<file path="src/rtl/fd_queue.sv">
// Fetch-to-decode FIFO: DEPTH-entry queue with valid/ready handshake, flush and exception fence.
// Optional same-cycle bypass of an empty queue when FD_BYPASS_EN is defined.
module fd_queue #(
   parameter int unsigned DEPTH   = 4,
   parameter int unsigned PKT_W   = 128,
   parameter int unsigned ALIAS_W = 6,
   parameter int unsigned IET_W   = 4,
   parameter int unsigned ADDR_W  = 32
) (
   input  logic                         clk,
   input  logic                         clr,
   input  logic                         flush,
   input  logic                         in_valid,
   output logic                         in_ready,
   input  logic [PKT_W-1:0]             packet_in,
   input  logic [ALIAS_W-1:0]           BP_alias_in,
   input  logic                         IE_in,
   input  logic [IET_W-1:0]             IE_type_in,
   input  logic [ADDR_W-1:0]            BR_pred_target_in,
   input  logic                         BR_pred_T_NT_in,
   output logic                         out_valid,
   input  logic                         out_ready,
   output logic [PKT_W-1:0]             packet_out,
   output logic [ALIAS_W-1:0]           BP_alias_out,
   output logic                         IE_out,
   output logic [IET_W-1:0]             IE_type_out,
   output logic [ADDR_W-1:0]            BR_pred_target_out,
   output logic                         BR_pred_T_NT_out,
   output logic [$clog2(DEPTH+1)-1:0]   count,
   output logic                         full,
   output logic                         empty
);

   localparam int unsigned PTR_W  = $clog2(DEPTH);
   localparam int unsigned CNT_W  = $clog2(DEPTH + 1);
   localparam int unsigned BW     = PKT_W + ALIAS_W + 1 + IET_W + ADDR_W + 1;
   localparam int unsigned IE_POS = 1 + ADDR_W + IET_W;

   logic [BW-1:0]    r_mem [DEPTH];
   logic [PTR_W-1:0] r_wr;
   logic [PTR_W-1:0] r_rd;
   logic [CNT_W-1:0] r_count;
   logic             r_fence;

   logic [BW-1:0]    w_in;
   logic [BW-1:0]    w_head;
   logic [BW-1:0]    w_out;
   logic             w_empty;
   logic             w_full;
   logic             w_push;
   logic             w_pop;
   logic             w_byp;

   assign w_in    = {packet_in, BP_alias_in, IE_in, IE_type_in, BR_pred_target_in, BR_pred_T_NT_in};
   assign w_head  = r_mem[r_rd];
   assign w_empty = (r_count == '0);
   assign w_full  = (r_count == CNT_W'(DEPTH));

   // Ready depends only on registered state and flush, never on out_ready.
   assign in_ready = !w_full && !r_fence && !flush;

`ifdef FD_BYPASS_EN
   assign w_byp = w_empty && in_valid && in_ready && out_ready && !flush;
`else
   assign w_byp = 1'b0;
`endif

   assign w_push = in_valid && in_ready && !w_byp;
   assign w_pop  = !w_empty && out_ready && !flush;

   always_comb begin
      w_out = '0;
      if (w_byp)
         w_out = w_in;
      else if (!w_empty)
         w_out = w_head;
   end

   assign {packet_out, BP_alias_out, IE_out, IE_type_out, BR_pred_target_out, BR_pred_T_NT_out} = w_out;
   assign out_valid = !w_empty || w_byp;
   assign count     = r_count;
   assign full      = w_full;
   assign empty     = w_empty;

   always_ff @(posedge clk or posedge clr) begin
      if (clr) begin
         r_wr    <= '0;
         r_rd    <= '0;
         r_count <= '0;
         r_fence <= 1'b0;
      end else if (flush) begin
         r_wr    <= '0;
         r_rd    <= '0;
         r_count <= '0;
         r_fence <= 1'b0;
      end else begin
         if (w_push)
            r_wr <= r_wr + PTR_W'(1);
         if (w_pop)
            r_rd <= r_rd + PTR_W'(1);
         case ({w_push, w_pop})
            2'b10:   r_count <= r_count + CNT_W'(1);
            2'b01:   r_count <= r_count - CNT_W'(1);
            default: r_count <= r_count;
         endcase
         // A faulting push cannot coincide with a faulting pop: the fence blocks pushes meanwhile.
         if (w_pop && w_head[IE_POS])
            r_fence <= 1'b0;
         if (w_push && IE_in)
            r_fence <= 1'b1;
      end
   end

   always_ff @(posedge clk) begin
      if (w_push)
         r_mem[r_wr] <= w_in;
   end

endmodule

</file>
<file path="config.mk">
export PLATFORM = sky130hd
export DESIGN_NAME = fd_queue
export DESIGN_NICKNAME = d
export VERILOG_FILES = /design/src/rtl/fd_queue.sv
export SDC_FILE = /design/constraint.sdc
export NUM_CORES = 1
export LEC_CHECK = 0
export ABC_AREA = 1
export BUFFER_PORTS_ARGS = -buffer_cell sky130_fd_sc_hd__buf_4
export CAP_MARGIN = 20
export CELL_PAD_IN_SITES_DETAIL_PLACEMENT = 0
export CELL_PAD_IN_SITES_GLOBAL_PLACEMENT = 1
export CORE_AREA = 2 2 268 297
export CTS_BUF_LIST = sky130_fd_sc_hd__clkbuf_4
export CTS_CLUSTER_DIAMETER = 150
export DETAILED_ROUTE_END_ITERATION = 8
export DIE_AREA = 0 0 270 299
export PLACE_DENSITY = 0.64
export SETUP_SLACK_MARGIN = 0.05
export SYNTH_ARGS = -nofsm -noshare
export SYNTH_HDL_FRONTEND = slang
export SYNTH_SLANG_ARGS = --single-unit
</file>
<file path="constraint.sdc">
create_clock -name clk -period 22.5 [get_ports clk]
set_clock_uncertainty 0.15 [all_clocks]
set_input_delay 5.625 -clock clk [delete_from_list [all_inputs] [get_ports clk]]
set_output_delay 5.625 -clock clk [all_outputs]
set_load 0.02 [all_outputs]
</file>
==> results of run 1 <==
## worst reg2reg max path, stage by stage (launching register included)
cell and delay (ps):
dfrtp_1 450, nor2_1 100, nand2_1 100, nand3b_2 280, nor2_4 210, buf_12 530, buf_4 1010
## per-stage QoR
stage          util [%]  power (mW)  cell area (um2)  hold WS, ps  cells
2_1_floorplan         -        1.96            27000          354   2101
3_3_place_gp       39.2        2.27            30600          387   3390
3_5_place_dp       39.2        2.28            30600          396   3390
4_1_cts            42.2        3.38            32900          408   3706
5_1_grt            42.2        3.49            32900          437   3708
6_report           42.2        3.31            32900          401   3709
## metal layers
metal | global-route usage, % | vias to the layer above | part of all wire, % | wire length [um]
met2 | 29.6 | 503 | 50 | 35100
met1 | 18.7 | 8523 | 39 | 27300
met4 | 7.31 | 12 | 2.7 | 1910
met3 | 6.58 | 138 | 7.9 | 5550
li1 | - | 8448 | - | -
met5 | 0 | - | 0.12 | 81
## cell usage after synthesis (all sizes together)
cell      n
a21oi   175
inv      18
o21ai   347
nor2    692
buf      76
nand3     8
ha        4
nand2    25
clkbuf   57
dfrtp     8
xnor2     1
fa        1
nand3b    1
edfxtp  688
## cell families after synthesis
kind of cell,share of synthesized area (%)
AND/OR/NAND/NOR,10.2
flip-flops,77.3
AO/OA/AOI/OAI,9.68
buffers and inverters,2.56
adder cells (fa/ha/maj),0.260
XOR/XNOR,0.0325
## where the power goes
part           switching, mW  internal (mW)
Sequential            0.0220           1.48
Combinational          0.498          0.238
Clock                  0.501          0.572
## sequential cells by signal, summed over array words and instances (netlist names)
signal	cells
r_fence	1
r_mem	688
r_wr	2
r_rd	2
count	3
## how the worst max path moves through the flow
stage | depth (start not counted) | slack, ps | end
CTS | 5 | 10350 | in_ready
global placement | 5 | 10340 | in_ready
finish | 5 | 10330 | in_ready
detailed placement | 5 | 10350 | in_ready
floorplan | 4 | 8450 | r_mem[0][0]
global route | 5 | 10230 | in_ready
## area by class of cell
type                            instances  area [um2]
Fill cell                            7330       45100
Clock buffer                          265        1990
Clock inverter                         51         302
Antenna cell                            3        7.51
Sequential cell                       696       20900
Timing Repair Buffer                  377        2870
Tap cell                             1045        1310
Inverter                               18        85.1
Multi-Input combinational cell       1254        5470
==> metrics.csv, run 1 <==
metric,value,unit
outcome,completed,
GR Util All Layers,17.1,%
Hold WC Path Type,reg2reg,
r2r endpoint,r_mem[3][58],
Worst R2R Path Depth,6,
Setup TNS,0,ps
setup bufs post-CTS,0,
max-slew violations,0,
CP startpoint,flush,
number of nets still failing antenna checks after routing,0,
worst relative slew slack,32.6,%
#FFs+latches synth,696,
CTS max path bufs,3,
Via density,4.75,
post-CTS resize count,0,
critical path class,in2out,
IO Pins,356,
port bufs,355,
ranking of synthesized cells by area,"edfxtp_1, nor2_1, o21ai_0",
CTS tree,built,
Die Area,0.0807,mm2
"Reg clk slew, reported paths",70,ps
gpl congestion,0.747,
H-Tree Depth,4,
Worst Path Arrival,6390,ps
Core Region,0.0780,mm2
hold_sp,r_fence,
"Seq/Total Area, Yosys",77.3,%
CP peak stage delay,270,ps
Top delay family on crit path,buffers and inverters,
Crit Reg-Reg Startpoint,count[0],
Synthesized Nets,2283,
pin count of the biggest net entering global routing,173,
Residual DRC,0,
Worst Setup Start Kind,input pin,
Core Rows,108,
hold_buf cts,0,
DR pass1 iterations,5,
"worst slack, placed",10350,ps
top cell type by total area after synthesis,edfxtp_1,
peak supply drop,0.0515,mV
Max Clock Freq,82.2,MHz
crit path capture type,output port,
vias in the first global route,18100,
crit-path max FO,6,
WP data required,16730,ps
total clock sinks,696,
max-cap violation count,0,
Vias,17600,
first-pass GRT wire length,104000,um
TritonCTS Buffers,182,
# setup viols final,0,
Hold EP,r_fence,
overall die width,270,um
antenna violations before repair,9,
Synth Area per Inst,12.8,um2
Post-Syn Area,0.0270,mm2
"most common cell after layout, fill and taps aside",edfxtp_1,
Syn Inst Count,2101,
total grt overflow,0,
clk_lat worst skew,960,ps
Total Nets Final,2711,
slowest CP cell,a21oi_1,
root buf cell,clkbuf_4,
Final Cycle Share,54.1,%
Initial DRC Count,871,
final wirelength,69900,um
unrepaired setup endpoints after global routing,false,
chip height,299,um
pwr dens,101,mW/mm2
drt wl/cell,18.8,um
Unique masters post-synth,20,
crit-path cells,buf_4 -> inv_2 -> nand2_1 -> a21oi_1 -> buf_4,
final hold vios,0,
P&R area growth vs syn,21.9,%
share of layout cells above drive strength 1,25.3,%
Detail Placement HPWL,36400,um
Initial Utilization,34.6,%
R2R setup slack,19250,ps
worst slew pin tran,1010,ps
leakage,11.8,nW
synth warn,0,
most frequent CP cell,buf_4,
Final min period,12170,ps
"commonest non-fill, non-tap cells in the layout","edfxtp_1, nor2_1, buf_4",
crit path buf inv count,3,
Synth top area share,76.6,%
worst hold stages,2,
Final WS setup,10330,ps
Note: power is estimated with default switching activity, not from simulation.
==> inputs of run 2 (changes only) <==
- ABC_AREA: 1 -> 0
- CORE_AREA: 2 2 268 297 -> 2 2 266 294
- DIE_AREA: 0 0 270 299 -> 0 0 268 296
- PLACE_DENSITY: 0.64 -> 0.63
- clock period: 22.5 -> 11 ns (I/O delays scaled with it)
==> run 2 against run 1 <==
  * Wire length down 15%
  * Via count down 26%
  * Global-route usage down 2.0 points
  * Sequential share of layout area up 0.66 points
  * Highest routed layer unchanged
  * Largest cell class unchanged
  * Combinational power rose to 3.7 times the previous value
==> metrics.csv, run 2 <==
metric,value,unit
outcome,completed,
pwr dens,249,mW/mm2
number of nets still failing antenna checks after routing,0,
total grt overflow,0,
antenna violations before repair,8,
share of layout cells above drive strength 1,47.3,%
final wirelength,59500,um
Post-Syn Area,0.0265,mm2
gpl congestion,0.711,
Total Nets Final,1817,
"commonest non-fill, non-tap cells in the layout","edfxtp_1, buf_4, clkbuf_4",
Synth top area share,78.1,%
CTS tree,built,
Die Area,0.0793,mm2
Core Region,0.0767,mm2
max-slew violations,0,
drt wl/cell,21.4,um
"worst slack, placed",4490,ps
vias in the first global route,14500,
DR pass1 iterations,5,
"most common cell after layout, fill and taps aside",edfxtp_1,
port bufs,355,
Core Rows,107,
Hold WC Path Type,reg2reg,
R2R setup slack,6920,ps
Synth Area per Inst,23.1,um2
crit-path max FO,35,
crit path capture type,output port,
final hold vios,0,
first-pass GRT wire length,87400,um
IO Pins,356,
most frequent cell after synthesis,edfxtp_1,
root buf cell,clkbuf_4,
critical path class,reg2out,
"Reg clk slew, reported paths",60,ps
pin count of the biggest net entering global routing,142,
"Seq/Total Area, Yosys",78.8,%
worst slew pin tran,1010,ps
clk_lat worst skew,990,ps
Syn Inst Count,1145,
setup bufs post-CTS,0,
ys async rst share,1.15,%
overall die width,268,um
ys flop type,edfxtp_1,
H-Tree Depth,4,
Final Instance Area,0.0326,mm2
Worst Setup Start Kind,register,
DP Area,0.0303,mm2
unrepaired setup endpoints after global routing,false,
Via density,4.71,
post-CTS resize count,0,
Worst Path Arrival,4090,ps
max-cap violation count,0,
peak supply drop,0.424,mV
Final WS setup,4010,ps
#FFs+latches synth,696,
final-layout fill cell count,6884,
Initial DRC Count,667,
top cell type by total area after synthesis,edfxtp_1,
Setup TNS,0,ps
Synthesized Nets,1327,
chip height,296,um
CTS max path bufs,3,
Final Cycle Share,63.6,%
hold_buf cts,0,
Vias,13100,
Final min period,6990,ps
WP data required,8100,ps
P&R area growth vs syn,23.0,%
worst relative slew slack,32.4,%
Residual DRC,0,
TritonCTS Buffers,177,
Detail Placement HPWL,33600,um
synth warn,0,
leakage,11.1,nW
GR Util All Layers,15.1,%
Max Clock Freq,143,MHz
Biggest register,r_mem,
Largest register FFs,688,
Initial Utilization,34.5,%
Unique masters post-synth,30,
total clock sinks,696,
Post-synth EDFFs,688,
Synth top cells by count,"edfxtp_1, and2_1, mux4_2",
# setup viols final,0,
ranking of synthesized cells by area,"edfxtp_1, mux4_2, and2_1",
-- run 2: through the flow --
step           utilization, %  std cells  hold WS [ps]  power, mW
2_1_floorplan               -       1145           405       4.93
3_3_place_gp             39.5       2490           433       6.05
3_5_place_dp             39.5       2490           445       6.06
4_1_cts                  42.4       2784           460       8.28
5_1_grt                  42.4       2786           485       8.54
6_report                 42.4       2786           453       8.09
-- run 2: logic make-up after synthesis --
logic type,count (synthesis),synth area share [%]
flip-flops,696,78.8
AO/OA/AOI/OAI,3,0.0993
buffers and inverters,65,1.20
XOR/XNOR,3,0.128
adder cells (fa/ha/maj),5,0.265
AND/OR/NAND/NOR,197,4.69
multiplexers,176,14.8
-- run 2: area by class of cell --
class,instances,area [um2],area share [%]
Sequential cell,696,20900,64.1
Multi-Input combinational cell,384,5300,16.3
Antenna cell,1,2.50,0.00769
Tap cell,1035,1290,3.98
Inverter,5,18.8,0.0577
Timing Repair Buffer,371,2850,8.75
Clock inverter,40,312,0.957
Clock buffer,254,1910,5.86
-- run 2: metal layers --
layer / vias to the layer above / part of all wire, % / track usage [%]
li1: 5767 / - / -
met1: 6791 / 41 / 18.4
met2: 445 / 50 / 24.5
met3: 102 / 7.5 / 5.65
met4: 12 / 2.0 / 6.05
met5: - / 0.15 / 0
-- run 2: path summary, 6_finish.rpt --
check                                 endpoint     start  cells past startpoint
worst max-delay path            packet_out[38]   r_rd[0]                      5
worst min-delay path                   r_wr[0]   r_wr[0]                      1
worst max register to register    r_mem[0][76]  count[2]                      5
worst min register to register         r_wr[0]   r_wr[0]                      1
max in group asynchronous              r_rd[1]       clr                      2
min in group asynchronous              r_wr[0]       clr                      2
-- run 2: worst max-delay path, cell delays in order (launching register included) --
cell and delay, ps:
dfrtp_4 790, buf_4 620, buf_4 720, mux4_2 590, and2_1 180, buf_4 160
-- run 2: where the power goes --
group	switching, mW	internal (mW)	total, mW
clock	0.994	1.17	2.16
sequential	0.0763	3.11	3.19
combinational	1.53	1.21	2.74
